`src/rtl/run_sequencer_pkg.sv`:
```
// Shared state encoding, output bundle and defaults for the run sequencer.
package Definitions;

   localparam int RUN_SEQ_RESET_CYCLES = 2;

   typedef enum logic [2:0] {
      IDLE,
      RST,
      START,
      RUN,
      NEXT,
      FIN,
      ERR
   } run_state_t;

   typedef struct packed {
      logic core_reset;
      logic core_start;
      logic busy;
      logic done;
      logic timeout;
   } seq_outs_t;

   // Moore decode; the top registers this from the next state so outputs
   // always match the state register exactly.
   function automatic seq_outs_t decode_outputs(input run_state_t s);
      seq_outs_t o;
      o.core_reset = (s != START) && (s != RUN);
      o.core_start = (s == START);
      o.busy       = (s != IDLE) && (s != FIN) && (s != ERR);
      o.done       = (s == FIN);
      o.timeout    = (s == ERR);
      return o;
   endfunction

endpackage

```
`src/rtl/run_sequencer_cycle_counter.sv`:
```
// Saturating per-run cycle counter with synchronous clear and limit compare.
module run_cycle_counter #(
   parameter int CNT_WIDTH = 16
) (
   input  logic                 clk,
   input  logic                 reset_n,
   input  logic                 clr,
   input  logic                 en,
   input  logic [CNT_WIDTH-1:0] limit,
   output logic [CNT_WIDTH-1:0] count,
   output logic                 at_limit
);

   logic [CNT_WIDTH-1:0] count_reg;

   always_ff @(posedge clk or negedge reset_n) begin
      if (!reset_n) begin
         count_reg <= '0;
      end else if (clr) begin
         count_reg <= '0;
      end else if (en && (count_reg != '1)) begin
         count_reg <= count_reg + 1'b1;
      end
   end

   assign count    = count_reg;
   assign at_limit = (count_reg == limit);

endmodule

```
`src/rtl/run_sequencer.sv`:
```
// Host-driven core run sequencer: resets, starts and times N back-to-back core runs.
// Optional per-run watchdog is compiled in with RUN_SEQ_WATCHDOG_EN.
module run_sequencer
   import Definitions::*;
#(
   parameter int RUN_WIDTH    = 4,
   parameter int CNT_WIDTH    = 16,
   parameter int RESET_CYCLES = RUN_SEQ_RESET_CYCLES
) (
   input  logic                 clk,
   input  logic                 reset_n,
   input  logic                 go,
   input  logic [RUN_WIDTH-1:0] num_runs,
   input  logic [CNT_WIDTH-1:0] timeout_cycles,
   input  logic                 core_done,
   output logic                 core_reset,
   output logic                 core_start,
   output logic                 busy,
   output logic                 done,
   output logic                 timeout,
   output logic [RUN_WIDTH-1:0] run_idx,
   output logic [CNT_WIDTH-1:0] cycle_count
);

   localparam logic [3:0] RST_LAST = 4'(RESET_CYCLES - 1);

   run_state_t           state_reg, state_next;
   seq_outs_t            outs_reg;
   logic [3:0]           rst_cnt_reg;
   logic [RUN_WIDTH-1:0] num_runs_reg;
   logic [RUN_WIDTH-1:0] run_idx_reg;
   logic [RUN_WIDTH-1:0] run_idx_inc;
   logic [CNT_WIDTH-1:0] limit_reg;
   logic                 cnt_clr, cnt_en, at_limit, wd_hit;

`ifdef RUN_SEQ_WATCHDOG_EN
   always_ff @(posedge clk or negedge reset_n) begin
      if (!reset_n) begin
         limit_reg <= '0;
      end else if ((state_reg == IDLE) && go) begin
         limit_reg <= timeout_cycles;
      end
   end

   // A zero limit disables the watchdog.
   assign wd_hit  = (limit_reg != '0) && at_limit;
   assign timeout = outs_reg.timeout;
`else
   logic unused_watchdog;

   assign limit_reg       = '0;
   assign wd_hit          = 1'b0;
   assign timeout         = 1'b0;
   assign unused_watchdog = ^{timeout_cycles, at_limit, outs_reg.timeout};
`endif

   assign run_idx_inc = run_idx_reg + 1'b1;

   // core_done is checked first so completion wins over a same-cycle watchdog match.
   always_comb begin
      state_next = state_reg;
      case (state_reg)
         IDLE:     if (go) state_next = (num_runs == '0) ? FIN : RST;
         RST:      if (rst_cnt_reg == RST_LAST) state_next = START;
         START:    state_next = RUN;
         RUN: begin
            if (core_done) begin
               state_next = NEXT;
            end else if (wd_hit) begin
               state_next = ERR;
            end
         end
         NEXT:     state_next = (run_idx_inc == num_runs_reg) ? FIN : RST;
         FIN, ERR: if (!go) state_next = IDLE;
         default:  state_next = IDLE;
      endcase
   end

   always_ff @(posedge clk or negedge reset_n) begin
      if (!reset_n) begin
         state_reg    <= IDLE;
         outs_reg     <= decode_outputs(IDLE);
         rst_cnt_reg  <= '0;
         num_runs_reg <= '0;
         run_idx_reg  <= '0;
      end else begin
         state_reg <= state_next;
         outs_reg  <= decode_outputs(state_next);
         if ((state_reg == IDLE) && go) begin
            num_runs_reg <= num_runs;
            run_idx_reg  <= '0;
         end
         if (state_reg == NEXT) begin
            run_idx_reg <= run_idx_inc;
         end
         rst_cnt_reg <= (state_reg == RST) ? rst_cnt_reg + 1'b1 : 4'd0;
      end
   end

   assign cnt_clr = (state_reg == START);
   assign cnt_en  = (state_reg == RUN) && !core_done && !wd_hit;

   run_cycle_counter #(
      .CNT_WIDTH(CNT_WIDTH)
   ) u_cycle_counter (
      .clk      (clk),
      .reset_n  (reset_n),
      .clr      (cnt_clr),
      .en       (cnt_en),
      .limit    (limit_reg),
      .count    (cycle_count),
      .at_limit (at_limit)
   );

   assign core_reset = outs_reg.core_reset;
   assign core_start = outs_reg.core_start;
   assign busy       = outs_reg.busy;
   assign done       = outs_reg.done;
   assign run_idx    = run_idx_reg;

endmodule

```
`config.mk`:
```
export PLATFORM = sky130hd
export DESIGN_NAME = run_sequencer
export DESIGN_NICKNAME = d
export VERILOG_FILES = /design/src/rtl/run_sequencer_pkg.sv /design/src/rtl/run_sequencer_cycle_counter.sv /design/src/rtl/run_sequencer.sv
export SDC_FILE = /design/constraint.sdc
export NUM_CORES = 1
export LEC_CHECK = 0
export ABC_CLOCK_PERIOD_IN_PS = 2200
export BUFFER_PORTS_ARGS = -buffer_cell sky130_fd_sc_hd__buf_4
export CAP_MARGIN = 25
export CORE_MARGIN = 4
export CORE_UTILIZATION = 45
export CTS_CLUSTER_DIAMETER = 100
export DETAILED_ROUTE_END_ITERATION = 12
export GPL_TIMING_DRIVEN = 1
export PLACE_DENSITY_LB_ADDON = 0.12
export SLEW_MARGIN = 40
export SYNTH_ARGS = -nofsm -noshare
export SYNTH_HDL_FRONTEND = slang
export SYNTH_SLANG_ARGS = --single-unit
```
`constraint.sdc`:
```
create_clock -name clk -period 2.2 [get_ports clk]
set_clock_uncertainty 0.2 [all_clocks]
set_input_delay 0.22 -clock clk [delete_from_list [all_inputs] [get_ports clk]]
set_output_delay 0.22 -clock clk [all_outputs]
set_load 0.05 [all_outputs]
```
==> reports/results.md <==
## Status
* **run status** complete, no violations

## Final layout
* **most used cells in the layout excluding fill and tap cells** buf_4 (46), nor2_1 (24), dfrtp_1 (21)
* **area grow syn2layout** 31.1%
* **number of inserted diodes** 0
* **final layout net count** 271
* **share of final-layout standard cells stronger than drive strength 1** 0.336
* **Finished Core Util** 0.610
* **most frequent standard cell in the layout excluding fill and tap cells** buf_4
* **filler cell count in the final layout** 361
* **number of flip-flops under the largest register name** 16

## Logic synthesis
* **cell type with the largest total area after synthesis** dfrtp_1
* **Synth warnings** 0
* **share of synthesized area occupied by flip-flops and latches** 0.471
* **net count of the mapped netlist** 222
* **Post-synth EDFFs** 0
* **proportion of netlist area held by the largest area contributor** 0.457
* **post-synthesis sequential element count** 35
* **top_reg_cell synth** dfrtp_1
* **Netlist Area Pre-Place** 1860 um2
* **mean post-synth cell area** 9.59 um2
* **leading cell types by total area after synthesis** dfrtp_1 (46%), nor2_1 (4.8%), xor2_1 (3.8%)
* **post-synthesis instance total** 194
* **share of flip-flops with an asynchronous set or reset after synthesis** 1.00
* **distinct cell type count after synthesis** 45

## Drt
* **number of nets with antenna violations after detailed routing** 0
* **count of routing violations after the opening detailed-route iteration** 93
* **routed via count divided by cell count** 5.39
* **overall routed net length** 4270 um
* **total via count in the routed design** 1586
* **iteration count of the initial detailed-routing pass** 6
* **drc violations** 0
* **routed wirelength normalized by instance count** 14.5 um

## Placement
* **count of port buffers added during placement** 31
* **half-perimeter wire length after detailed placement** 3150 um
* **last weighted congestion value of the routability-driven placer** 0.796
* **minimum setup slack after placement** 103 ps

## Clock network
* **number of H-tree branching levels** 2
* **Clk pin slew, worst setup/hold paths** 70 ps
* **CTS root buf** clkbuf_8
* **CTS sink count** 35
* **clock tree from TritonCTS** yes
* **clk_lat worst skew** 280 ps
* **setup repair bufs after CTS** 0
* **Max clock buf depth** 2
* **TritonCTS buffer count** 5

## Global routing
* **combined global-route utilization of all metal layers** 0.178
* **number of antenna violations at the first check in global routing** 0
* **pin count of the biggest net entering global routing** 36
* **global-route wire length before repair** 7270 um
* **via count of the first global-routing pass** 1549
* **overflow left after global routing** 0

## Worst hold path
* **Hold Path Sink** state_reg[2]$_DFF_PN0_
* **Tightest Hold Check Type** in2reg
* **Hold Startpoint** core_done
* **hold path depth** 3

## Power and ir drop
* **total power** 2.86 mW
* **LEAKAGE** 1.05 nW
* **VDD IR max** 0.483 mV
* **Cell Pwr Density** 1170 nW/um2

## Setup path
* **endpoint class of the critical path** register
* **Worst Setup Start Kind** register
* **worst-path maximum fanout** 4
* **worst reg2reg startpoint** u_cycle_counter.count[1]$_DFFE_PN0P_
* **Data required, critical path** 2170 ps
* **Critical Path, Cell by Cell** ha_4 > nand3_2 > or3_4 > buf_4 > a2111oi_4 > xnor2_1 > nor2_1
* **critical path data arrival time** 2030 ps
* **delay of the slowest cell on the worst path** 400 ps
* **Crit-path slowest cell** or3_4
* **Worst Path Class, Setup** reg2reg
* **end of the worst register-to-register path** u_cycle_counter.count[12]$_DFFE_PN0P_
* **Critical Path Source** u_cycle_counter.count[1]$_DFFE_PN0P_
* **internal reg-to-reg setup slack** 150 ps
* **worst-case reg-to-reg path depth** 7

## Timing
* **Final Slew Violations** 0
* **setup ws final** 147 ps
* **count of endpoints failing hold in the final timing report** 0
* **setup repair after global routing missed its margin** no
* **maximum clock rate** 487 MHz
* **setup violation total in the final timing report** 0
* **smallest hold slack** 73.8 ps
* **fin crit period** 2050 ps
* **portion of the clock cycle consumed by the worst path in the final layout** 0.933

## Floorplan
* **die area** 5230 um2
* **chip width** 72.3 um
* **I/O pin count** 49
* **Die Span Y** 72.3 um
* **count of standard-cell rows** 23
* **area of the core** 4000 um2
* **Initial Utilization** 0.465

## Flow run
* **number of max-capacitance violations reported** 0

cell usage after synthesis (all sizes together), types with 3 or more instances:
cell type and count:
buf 7, a2111oi 3, o211ai 4, ha 4
o31ai 3, dfrtp 34, nand2 14, nor2 24
mux2 4, inv 8, or4 4, nand4 3
o21ai 16, xor2 8, nand3 12, xnor2 5
a21oi 13, or3 7
cell type report:
cell class                 instances  area (um2)  share of cell area
multi-input combinational        142         958               0.393
sequential                        35         893               0.366
timing repair buffer              51         395               0.162
clock buffer                       8         100              0.0410
tap                               50        62.6              0.0256
inverter                           8        30.0              0.0123
metal layers:
layer | vias to the layer above | global-route usage | wire (um)
met3 | 6 | 0.0374 | 187
met2 | 35 | 0.310 | 2190
li1 | 795 | - | -
met5 | - | 0 | 0
met4 | 0 | 0.0564 | 65
met1 | 750 | 0.220 | 1820
power by group:
group | leakage [nW] | switching, mW | internal, mW | total (mW)
Sequential | 0.439 | 0.152 | 0.825 | 0.977
Combinational | 0.555 | 0.880 | 0.496 | 1.38
Clock | 0.0515 | 0.218 | 0.286 | 0.503
worst max-delay path by stage:
| stage | endpoint | slack (ps) | depth (start not counted) |
|---|---|---|---|
| 4_1_cts | busy$_DFF_PN0_ | 90 | 5 |
| 3_5_place_dp | busy$_DFF_PN0_ | 100 | 5 |
| 2_1_floorplan | u_cycle_counter.count[12]$_DFFE_PN0P_ | -9 | 7 |
| 6_report | u_cycle_counter.count[12]$_DFFE_PN0P_ | 150 | 7 |
| 3_3_place_gp | u_cycle_counter.count[12]$_DFFE_PN0P_ | 120 | 7 |
| 5_1_grt | u_cycle_counter.count[12]$_DFFE_PN0P_ | 50 | 6 |
through the flow:
step           instances  setup TNS [ps]  instance area, um2
6_report             294               0                2440
5_1_grt              294               0                2440
4_1_cts              294               0                2430
3_5_place_dp         281               0                2280
3_3_place_gp         281               0                2280
2_1_floorplan        194           -8.85                1930
cell families (layout without fill, tap and decap cells):
logic type	count (synthesis)	after routing	share of synthesized area
adder cells (fa/ha/maj)	4	4	0.0269
other	1	1	0.00202
flip-flops	35	35	0.471
XOR/XNOR	13	13	0.0612
AO/OA/AOI/OAI	48	48	0.180
AND/OR/NAND/NOR	71	71	0.185
multiplexers	5	5	0.0296
buffers and inverters	17	67	0.0444
what timing repair did:
action,in CTS,in global routing
endpoints found under the hold margin,38,0
endpoints found under the setup margin,0,2
resized for setup,0,3
hold buffers,5,0
critical path: cells and delay by family (launching register included):
kind	cells	cell delay [ps]
DFF	1	390
xor gates and xnor gates	1	160
adders and majority gates	1	150
AOI/OAI and AO/OA	1	330
and+or+nand+nor	3	550
buffers and inverters	1	180
No activity file was read; power rests on OpenSTA's default activity.
